--- src/rtl/calc_port_pkg.sv ---
// Shared types and constants for the calc_port request engine.
package calc_port_pkg;

  localparam int unsigned NUM_TAGS = 4;

  typedef enum logic [3:0] {
    CmdNop = 4'd0,
    CmdAdd = 4'd1,
    CmdSub = 4'd2,
    CmdShl = 4'd5,
    CmdShr = 4'd6
  } cmd_e;

  typedef enum logic [1:0] {
    RespNone = 2'b00,
    RespOk   = 2'b01,
    RespErr  = 2'b10,
    RespRsvd = 2'b11
  } resp_e;

  typedef enum logic {
    StIdle,
    StOp2
  } state_e;

  typedef struct packed {
    logic        valid;
    resp_e       resp;
    logic [31:0] result;
    logic [2:0]  timer;
  } pend_entry_t;

endpackage

--- src/rtl/calc_port_if.sv ---
// Request/response stream bundle between the stimulus port and calc_port_engine.
interface calc_port_if;
  logic [0:3]  req_cmd_in;
  logic [0:1]  req_tag_in;
  logic [0:31] req_data_in;
  logic [0:1]  out_resp;
  logic [0:31] out_data;
  logic [0:1]  out_tag;
  logic        dup_err;

  modport master (
    output req_cmd_in, req_tag_in, req_data_in,
    input  out_resp, out_data, out_tag, dup_err
  );

  modport slave (
    input  req_cmd_in, req_tag_in, req_data_in,
    output out_resp, out_data, out_tag, dup_err
  );
endinterface

--- src/rtl/calc_port_alu.sv ---
// Combinational datapath producing {resp, result} for one request.
// The shifter is only built when CALC_PORT_SHIFT_EN is defined.
module calc_port_alu
  import calc_port_pkg::*;
(
  input  logic [3:0]  cmd,
  input  logic [31:0] op1,
  input  logic [31:0] op2,
  output resp_e       resp,
  output logic [31:0] result
);

  logic [32:0] sum;

  always_comb begin
    resp   = RespErr;
    result = '0;
    sum    = {1'b0, op1} + {1'b0, op2};
    case (cmd)
      CmdAdd: begin
        if (!sum[32]) begin
          resp   = RespOk;
          result = sum[31:0];
        end
      end
      CmdSub: begin
        if (op1 >= op2) begin
          resp   = RespOk;
          result = op1 - op2;
        end
      end
`ifdef CALC_PORT_SHIFT_EN
      CmdShl: begin
        resp   = RespOk;
        result = op1 << op2[4:0];
      end
      CmdShr: begin
        resp   = RespOk;
        result = op1 >> op2[4:0];
      end
`endif
      default: ;
    endcase
  end

endmodule

--- src/rtl/calc_port_engine.sv ---
// Two-cycle command/operand intake feeding a 4-entry tagged pending table with out-of-order
// responses. Shift commands are built only when CALC_PORT_SHIFT_EN is defined.
module calc_port_engine
  import calc_port_pkg::*;
#(
  parameter int unsigned ADD_LAT   = 3,
  parameter int unsigned SHIFT_LAT = 2
) (
  input  logic         clk,
  input  logic         reset,
  calc_port_if.slave   bus
);

  if (ADD_LAT < 1 || ADD_LAT > 7 || SHIFT_LAT < 1 || SHIFT_LAT > 7) begin : g_bad_lat
    $error("calc_port_engine: latency parameters must be in 1..7");
  end

  state_e      state_q, state_d;
  logic [3:0]  cmd_q, cmd_d;
  logic [1:0]  tag_q, tag_d;
  logic [31:0] op1_q, op1_d;
  logic        drop_q, drop_d;
  pend_entry_t pend_q [NUM_TAGS];
  pend_entry_t pend_d [NUM_TAGS];
  resp_e       out_resp_q, out_resp_d;
  logic [31:0] out_data_q, out_data_d;
  logic [1:0]  out_tag_q, out_tag_d;
  logic        dup_err_q, dup_err_d;

  logic [3:0]  req_cmd;
  logic [1:0]  req_tag;
  logic [31:0] req_data;
  logic        grant_valid;
  logic [1:0]  grant_tag;
  logic        in_flight;
  logic [2:0]  lat;
  resp_e       alu_resp;
  logic [31:0] alu_result;

  assign req_cmd  = bus.req_cmd_in;
  assign req_tag  = bus.req_tag_in;
  assign req_data = bus.req_data_in;

  calc_port_alu u_alu (
    .cmd    (cmd_q),
    .op1    (op1_q),
    .op2    (req_data),
    .resp   (alu_resp),
    .result (alu_result)
  );

  always_comb begin
    lat = 3'd1;
    case (cmd_q)
      CmdAdd, CmdSub: lat = 3'(ADD_LAT);
`ifdef CALC_PORT_SHIFT_EN
      CmdShl, CmdShr: lat = 3'(SHIFT_LAT);
`endif
      default: ;
    endcase
  end

  // Ready one cycle early (timer <= 1) so the registered output lands LAT edges after loading.
  always_comb begin
    grant_valid = 1'b0;
    grant_tag   = '0;
    for (int i = NUM_TAGS - 1; i >= 0; i--) begin
      if (pend_q[i].valid && pend_q[i].timer <= 3'd1) begin
        grant_valid = 1'b1;
        grant_tag   = 2'(i);
      end
    end
  end

  assign in_flight = pend_q[req_tag].valid && !(grant_valid && grant_tag == req_tag);

  always_comb begin
    state_d    = state_q;
    cmd_d      = cmd_q;
    tag_d      = tag_q;
    op1_d      = op1_q;
    drop_d     = drop_q;
    dup_err_d  = dup_err_q;
    out_resp_d = RespNone;
    out_data_d = '0;
    out_tag_d  = '0;

    for (int i = 0; i < NUM_TAGS; i++) begin
      pend_d[i] = pend_q[i];
      if (pend_q[i].valid && pend_q[i].timer != 3'd0) begin
        pend_d[i].timer = pend_q[i].timer - 3'd1;
      end
    end

    if (grant_valid) begin
      out_resp_d        = pend_q[grant_tag].resp;
      out_data_d        = pend_q[grant_tag].result;
      out_tag_d         = grant_tag;
      pend_d[grant_tag] = '0;
    end

    case (state_q)
      StIdle: begin
        if (req_cmd != CmdNop) begin
          cmd_d     = req_cmd;
          tag_d     = req_tag;
          op1_d     = req_data;
          drop_d    = in_flight;
          dup_err_d = dup_err_q | in_flight;
          state_d   = StOp2;
        end
      end
      StOp2: begin
        // A load here overrides a same-cycle free of this entry.
        if (!drop_q) begin
          pend_d[tag_q] = '{valid: 1'b1, resp: alu_resp, result: alu_result, timer: lat};
        end
        state_d = StIdle;
      end
      default: state_d = StIdle;
    endcase
  end

  always_ff @(posedge clk) begin
    if (!reset) begin
      state_q    <= StIdle;
      cmd_q      <= '0;
      tag_q      <= '0;
      op1_q      <= '0;
      drop_q     <= 1'b0;
      dup_err_q  <= 1'b0;
      out_resp_q <= RespNone;
      out_data_q <= '0;
      out_tag_q  <= '0;
      for (int i = 0; i < NUM_TAGS; i++) pend_q[i] <= '0;
    end else begin
      state_q    <= state_d;
      cmd_q      <= cmd_d;
      tag_q      <= tag_d;
      op1_q      <= op1_d;
      drop_q     <= drop_d;
      dup_err_q  <= dup_err_d;
      out_resp_q <= out_resp_d;
      out_data_q <= out_data_d;
      out_tag_q  <= out_tag_d;
      for (int i = 0; i < NUM_TAGS; i++) pend_q[i] <= pend_d[i];
    end
  end

  assign bus.out_resp = out_resp_q;
  assign bus.out_data = out_data_q;
  assign bus.out_tag  = out_tag_q;
  assign bus.dup_err  = dup_err_q;

endmodule

--- src/flat_wrapper.sv ---
// flat-port wrapper written by rule: the top's interface ports become plain ports
module calc_port_engine_flat import calc_port_pkg::*;
#(
  parameter int unsigned ADD_LAT   = 3,
  parameter int unsigned SHIFT_LAT = 2
)
  (clk, reset, bus_req_cmd_in, bus_req_tag_in, bus_req_data_in, bus_out_resp, bus_out_data, bus_out_tag, bus_dup_err);
  calc_port_if bus_i ();
  input  logic clk;
  input  logic reset;
  input wire logic [$bits(bus_i.req_cmd_in)-1:0] bus_req_cmd_in;
  input wire logic [$bits(bus_i.req_tag_in)-1:0] bus_req_tag_in;
  input wire logic [$bits(bus_i.req_data_in)-1:0] bus_req_data_in;
  output wire logic [$bits(bus_i.out_resp)-1:0] bus_out_resp;
  output wire logic [$bits(bus_i.out_data)-1:0] bus_out_data;
  output wire logic [$bits(bus_i.out_tag)-1:0] bus_out_tag;
  output wire logic [$bits(bus_i.dup_err)-1:0] bus_dup_err;
  assign bus_i.req_cmd_in = bus_req_cmd_in;
  assign bus_i.req_tag_in = bus_req_tag_in;
  assign bus_i.req_data_in = bus_req_data_in;
  assign bus_out_resp = bus_i.out_resp;
  assign bus_out_data = bus_i.out_data;
  assign bus_out_tag = bus_i.out_tag;
  assign bus_dup_err = bus_i.dup_err;
  calc_port_engine #(.ADD_LAT(ADD_LAT), .SHIFT_LAT(SHIFT_LAT)) u_core (.clk(clk), .reset(reset), .bus(bus_i));
endmodule
--- config.mk ---
export PLATFORM = sky130hd
export DESIGN_NAME = calc_port_engine_flat
export DESIGN_NICKNAME = d
export VERILOG_FILES = /design/src/rtl/calc_port_pkg.sv /design/src/rtl/calc_port_if.sv /design/src/rtl/calc_port_alu.sv /design/src/rtl/calc_port_engine.sv /design/src/flat_wrapper.sv
export SDC_FILE = /design/constraint.sdc
export NUM_CORES = 1
export LEC_CHECK = 0
export CORE_UTILIZATION = 45
export DETAILED_ROUTE_END_ITERATION = 7
export GPL_TIMING_DRIVEN = 1
export PLACE_DENSITY = 0.68
export REMOVE_ABC_BUFFERS = 1
export SYNTH_ARGS = -nofsm -noshare
export SYNTH_HDL_FRONTEND = slang
export SYNTH_SLANG_ARGS = --single-unit
--- constraint.sdc ---
create_clock -name clk -period 3.1 [get_ports clk]
set_input_delay 0.31 -clock clk [delete_from_list [all_inputs] [get_ports clk]]
set_output_delay 0.31 -clock clk [all_outputs]
set_load 0.05 [all_outputs]
==> metrics.txt <==
# TYPE chip_impl_metric gauge
chip_impl_metric{name="grt_first_pass_wirelength",unit="mm"} 70.9
chip_impl_metric{name="max_freq",unit="MHz"} 284
chip_impl_metric{name="timing_worst_slew_pin_value",unit="ns"} 1.32
chip_impl_info{name="crit_chain",value="ha_4, or3_4, or3_4, a2111oi_4, nor4_4, o311ai_4, a31o_4, nor2_4, buf_6, buf_4, buf_6, a221oi_4, o21bai_4, o21ai_1"} 1
chip_impl_metric{name="timing.hold.ws",unit="ns"} 0.171
chip_impl_metric{name="setup_ws",unit="ns"} -0.422
chip_impl_metric{name="first_global_vias",unit=""} 13500
chip_impl_info{name="start_kind",value="register"} 1
chip_impl_metric{name="drt-total-wl",unit="mm"} 46.5
chip_impl_metric{name="report.final.slew_viol_count",unit=""} 0
chip_impl_info{name="postSynth.topFlopCell",value="sky130_fd_sc_hd__dfxtp_1"} 1
chip_impl_metric{name="drc",unit=""} 3
chip_impl_metric{name="diodes",unit=""} 0
chip_impl_metric{name="clockPowerShare",unit="%"} 37.3
chip_impl_metric{name="antenna_found_initial",unit=""} 1
chip_impl_metric{name="worst-endpoint-required",unit="ns"} 3.49
chip_impl_metric{name="period_share",unit="%"} 114
chip_impl_metric{name="worst_skew_late_latency",unit="ns"} 0.55
chip_impl_metric{name="area_growth_syn_to_layout",unit="%"} 48.2
chip_impl_metric{name="ir_worst_vdd",unit="V"} 0.000393
chip_impl_metric{name="setup_viol",unit=""} 136
chip_impl_info{name="crit_path_end_kind",value="register"} 1
chip_impl_metric{name="pin_count_of_the_biggest_net_entering_global_routing",unit=""} 87
chip_impl_metric{name="ys_warn_count",unit=""} 0
chip_impl_metric{name="post_synth_num_cell_types",unit=""} 87
chip_impl_info{name="crit-reg2reg-launch",value="u_core.op1_q[12]"} 1
chip_impl_metric{name="cts_inserted_buffers",unit=""} 26
chip_impl_info{name="clock-root-buffer",value="sky130_fd_sc_hd__clkbuf_16"} 1
chip_impl_metric{name="max-clock-path-buffers",unit=""} 3
chip_impl_metric{name="p_sw",unit="uW"} 2660
chip_impl_metric{name="detailedRoute.firstPassIterationCount",unit=""} 8
chip_impl_metric{name="power.density",unit="mW/mm^2"} 451
chip_impl_metric{name="fp.dieArea",unit="mm^2"} 0.0289
chip_impl_metric{name="netlist_area_pre_place",unit="mm^2"} 0.0127
chip_impl_metric{name="drv_cap",unit=""} 0
chip_impl_info{name="tritoncts_clock_tree",value="done"} 1
chip_impl_metric{name="critPathMaxStageDelay",unit="ns"} 0.40
chip_impl_info{name="cpMaxStageDelayCell",value="sky130_fd_sc_hd__a2111oi_4"} 1
chip_impl_info{name="hp-class",value="in2reg"} 1
chip_impl_metric{name="via_count_normalized_by_instance_count",unit=""} 5.91
chip_impl_metric{name="ys_seq_area_share",unit="%"} 36.0
chip_impl_metric{name="avgSynthCellArea",unit="um^2"} 7.82
chip_impl_metric{name="die_h",unit="um"} 170
chip_impl_metric{name="pwr-share-comb",unit="%"} 26.0
chip_impl_metric{name="starting_density_of_the_core",unit="%"} 45.8
chip_impl_info{name="grt_setup_unrepaired",value="true"} 1
chip_impl_metric{name="place.detailed.hpwl",unit="mm"} 28.7
chip_impl_metric{name="biggest_fanout_along_the_worst_timing_path",unit=""} 6
chip_impl_info{name="final_cell_mix",value="311 x sky130_fd_sc_hd__buf_4, 235 x sky130_fd_sc_hd__nand2_1, 221 x sky130_fd_sc_hd__dfxtp_1, 175 x sky130_fd_sc_hd__a21oi_1, 119 x sky130_fd_sc_hd__nor2_1"} 1
chip_impl_metric{name="antenna_left",unit=""} 0
chip_impl_metric{name="synth_edf_count",unit=""} 0
chip_impl_metric{name="worst_hold_path_cell_count",unit=""} 4
chip_impl_info{name="failed_checks",value="design-rule violations, negative setup slack"} 1
chip_impl_info{name="crit_path_start",value="u_core.op1_q[12]"} 1
chip_impl_metric{name="grtUsageTotal",unit="%"} 30.6
chip_impl_metric{name="dpl.cell_count",unit=""} 2304
chip_impl_metric{name="place_congestion",unit=""} 0.935
chip_impl_metric{name="total_core_area",unit="mm^2"} 0.0278
chip_impl_metric{name="timing.final.crit_period",unit="ns"} 3.52
chip_impl_info{name="timing.setup.critical_path_class",value="reg2reg"} 1
chip_impl_metric{name="syn_inst",unit=""} 1627
chip_impl_metric{name="synth.top_cell.area_share",unit="%"} 36.0
chip_impl_metric{name="final_cells",unit=""} 2387
chip_impl_metric{name="final_nets",unit=""} 2108
chip_impl_metric{name="detailroute.via_count",unit=""} 14100
chip_impl_metric{name="asyncSetResetFlopFracSynth",unit="%"} 0
chip_impl_metric{name="switching_share",unit="%"} 31.3
chip_impl_metric{name="finalHoldViolCount",unit=""} 0
chip_impl_metric{name="seq_power_share",unit="%"} 36.6
chip_impl_metric{name="r2r_setup_slack",unit="ns"} -0.42
chip_impl_info{name="capture_endpoint_of_the_worst_hold_path",value="u_core.op1_q[10]"} 1
chip_impl_metric{name="static-leakage-power",unit="uW"} 0.00774
chip_impl_info{name="rr_endpoint",value="u_core.pend_q[2][31]"} 1
chip_impl_metric{name="cts.reportedPaths.clkPinSlew",unit="ns"} 0.06
chip_impl_metric{name="routed_wire_length_per_instance",unit="um"} 19.5
chip_impl_metric{name="global_route.overflow_total",unit=""} 0
chip_impl_info{name="mostFrequentLayoutCell",value="sky130_fd_sc_hd__buf_4"} 1
chip_impl_metric{name="fin_skew",unit="ns"} 0.0121
chip_impl_info{name="synth_area_leaders",value="sky130_fd_sc_hd__dfxtp_1 36%, sky130_fd_sc_hd__a21oi_1 8.2%, sky130_fd_sc_hd__ha_1 7.5%"} 1
chip_impl_metric{name="cp.arrival",unit="ns"} 3.91
chip_impl_metric{name="internal_power",unit="uW"} 5840
chip_impl_metric{name="io_pins",unit=""} 77
chip_impl_metric{name="port_buffers",unit=""} 76
chip_impl_metric{name="rr_worst_depth",unit=""} 14
chip_impl_metric{name="detail_route.iter0.violations",unit=""} 1676
chip_impl_info{name="synth_top_cell_by_area",value="sky130_fd_sc_hd__dfxtp_1"} 1
chip_impl_metric{name="die-width",unit="um"} 170
chip_impl_metric{name="ctsHoldBuffers",unit=""} 0
chip_impl_metric{name="htree_levels",unit=""} 1
chip_impl_info{name="min-delay-start",value="bus_req_data_in[10]"} 1
chip_impl_metric{name="synth.ff_latch_count",unit=""} 229
chip_impl_metric{name="cts_num_sinks",unit=""} 229
chip_impl_metric{name="drive_gt1_share",unit="%"} 31.4
chip_impl_info{name="run_status",value="complete, but fails checks"} 1
chip_impl_metric{name="rows",unit=""} 61
chip_impl_metric{name="worst_slew_margin_rel",unit="%"} 11.5
worst max-delay path: cells and delay by family, from the launching register on:
kind                       cells  cell delay (ns)
DFF                            1             0.35
AOI/OAI and AO/OA              6             1.49
adders and majority gates      1             0.20
buffers and inverters          3             0.38
and+or+nand+nor                4             0.93
power groups by stage:
stage               clock network [uW]  registers, uW  logic (uW)
floorplan                            0           3190         868
global route                      3320           3120        2350
finish                            3170           3110        2210
detailed placement                   0           3170        1810
global placement                     0           3160        1790
CTS                               3190           3110        2050
area by class of cell:
cell class / instances / area [um^2]
clock buffers: 34 / 731
clock inverters: 13 / 148
fillers: 2223 / 8930
inverters: 86 / 325
multi-input cells: 1204 / 8710
flip-flops and latches: 229 / 4600
well taps: 378 / 473
repair buffers: 443 / 3860
layer usage:
layer	track usage (%)	part of all wire, %	up-vias
met5	0	0	-
met4	13.4	4.7	0
met3	4.30	8.4	175
met2	52.1	47	738
met1	38.5	40	6643
li1	-	-	6547
synth_stat cells (14+ instances only):
master and instances:
sky130_fd_sc_hd__nand2_1 237, sky130_fd_sc_hd__dfxtp_1 229, sky130_fd_sc_hd__a21oi_1 208, sky130_fd_sc_hd__nor2_1 131, sky130_fd_sc_hd__clkbuf_1 90, sky130_fd_sc_hd__inv_1 84
sky130_fd_sc_hd__o21ai_0 79, sky130_fd_sc_hd__ha_1 76, sky130_fd_sc_hd__nand3_1 48, sky130_fd_sc_hd__a222oi_1 34, sky130_fd_sc_hd__nor3_1 33, sky130_fd_sc_hd__a22o_1 22
sky130_fd_sc_hd__nand2b_1 21, sky130_fd_sc_hd__nor2b_1 18, sky130_fd_sc_hd__o21a_1 17, sky130_fd_sc_hd__o22ai_1 17, sky130_fd_sc_hd__and2_1 16, sky130_fd_sc_hd__nor4_1 16
sky130_fd_sc_hd__a21o_1 14
cell families (layout without fill, tap and decap cells):
family / count (synthesis) / in the layout / synth area share, %
AND/OR/NAND/NOR: 575 / 575 / 20.8
AO/OA/AOI/OAI: 535 / 535 / 28.0
flip-flops: 229 / 229 / 36.0
buffers and inverters: 194 / 576 / 6.14
adder cells (fa/ha/maj): 78 / 78 / 7.79
XOR/XNOR: 12 / 12 / 0.826
multiplexers: 4 / 4 / 0.413
metrics by stage:
step	util (%)	instance area, um^2	TNS, ns	worst slack [ns]	power (uW)
after floorplan	-	12300	-126.27	-1.13	4060
after global placement	57.9	16100	-113.89	-1.07	4950
after detailed placement	57.9	16100	-124.35	-1.10	4980
after CTS	66.3	18400	-17.27	-0.306	8350
after global routing	67.8	18800	-46.14	-0.502	8790
final	67.8	18800	-35.70	-0.422	8490
what timing repair did:
action / in CTS / in global routing
buffers inserted: 34 / 15
cloned: 4 / 0
endpoints found under the setup margin: 136 / 136
pin swaps: 120 / 59
resized for setup: 268 / 85
worst max path at each step:
stage | to | slack, ns | cells after the start
3_5_place_dp | u_core.pend_q[1][25] | -1.10 | 16
2_1_floorplan | u_core.pend_q[1][25] | -1.13 | 12
5_1_grt | u_core.pend_q[1][26] | -0.50 | 15
6_report | u_core.pend_q[2][31] | -0.42 | 14
3_3_place_gp | u_core.pend_q[1][25] | -1.07 | 16
4_1_cts | u_core.pend_q[1][25] | -0.31 | 13
sequential cells by signal, summed over array words and instances (netlist names):
name                 flops
u_core.tag_q             2
u_core.bus.out_data     32
u_core.op1_q            32
u_core.bus.dup_err       1
u_core.pend_q          152
u_core.state_q           1
u_core.drop_q            1
u_core.bus.out_resp      2
u_core.cmd_q             4
u_core.bus.out_tag       2
Power figures use the tool's default switching activity.
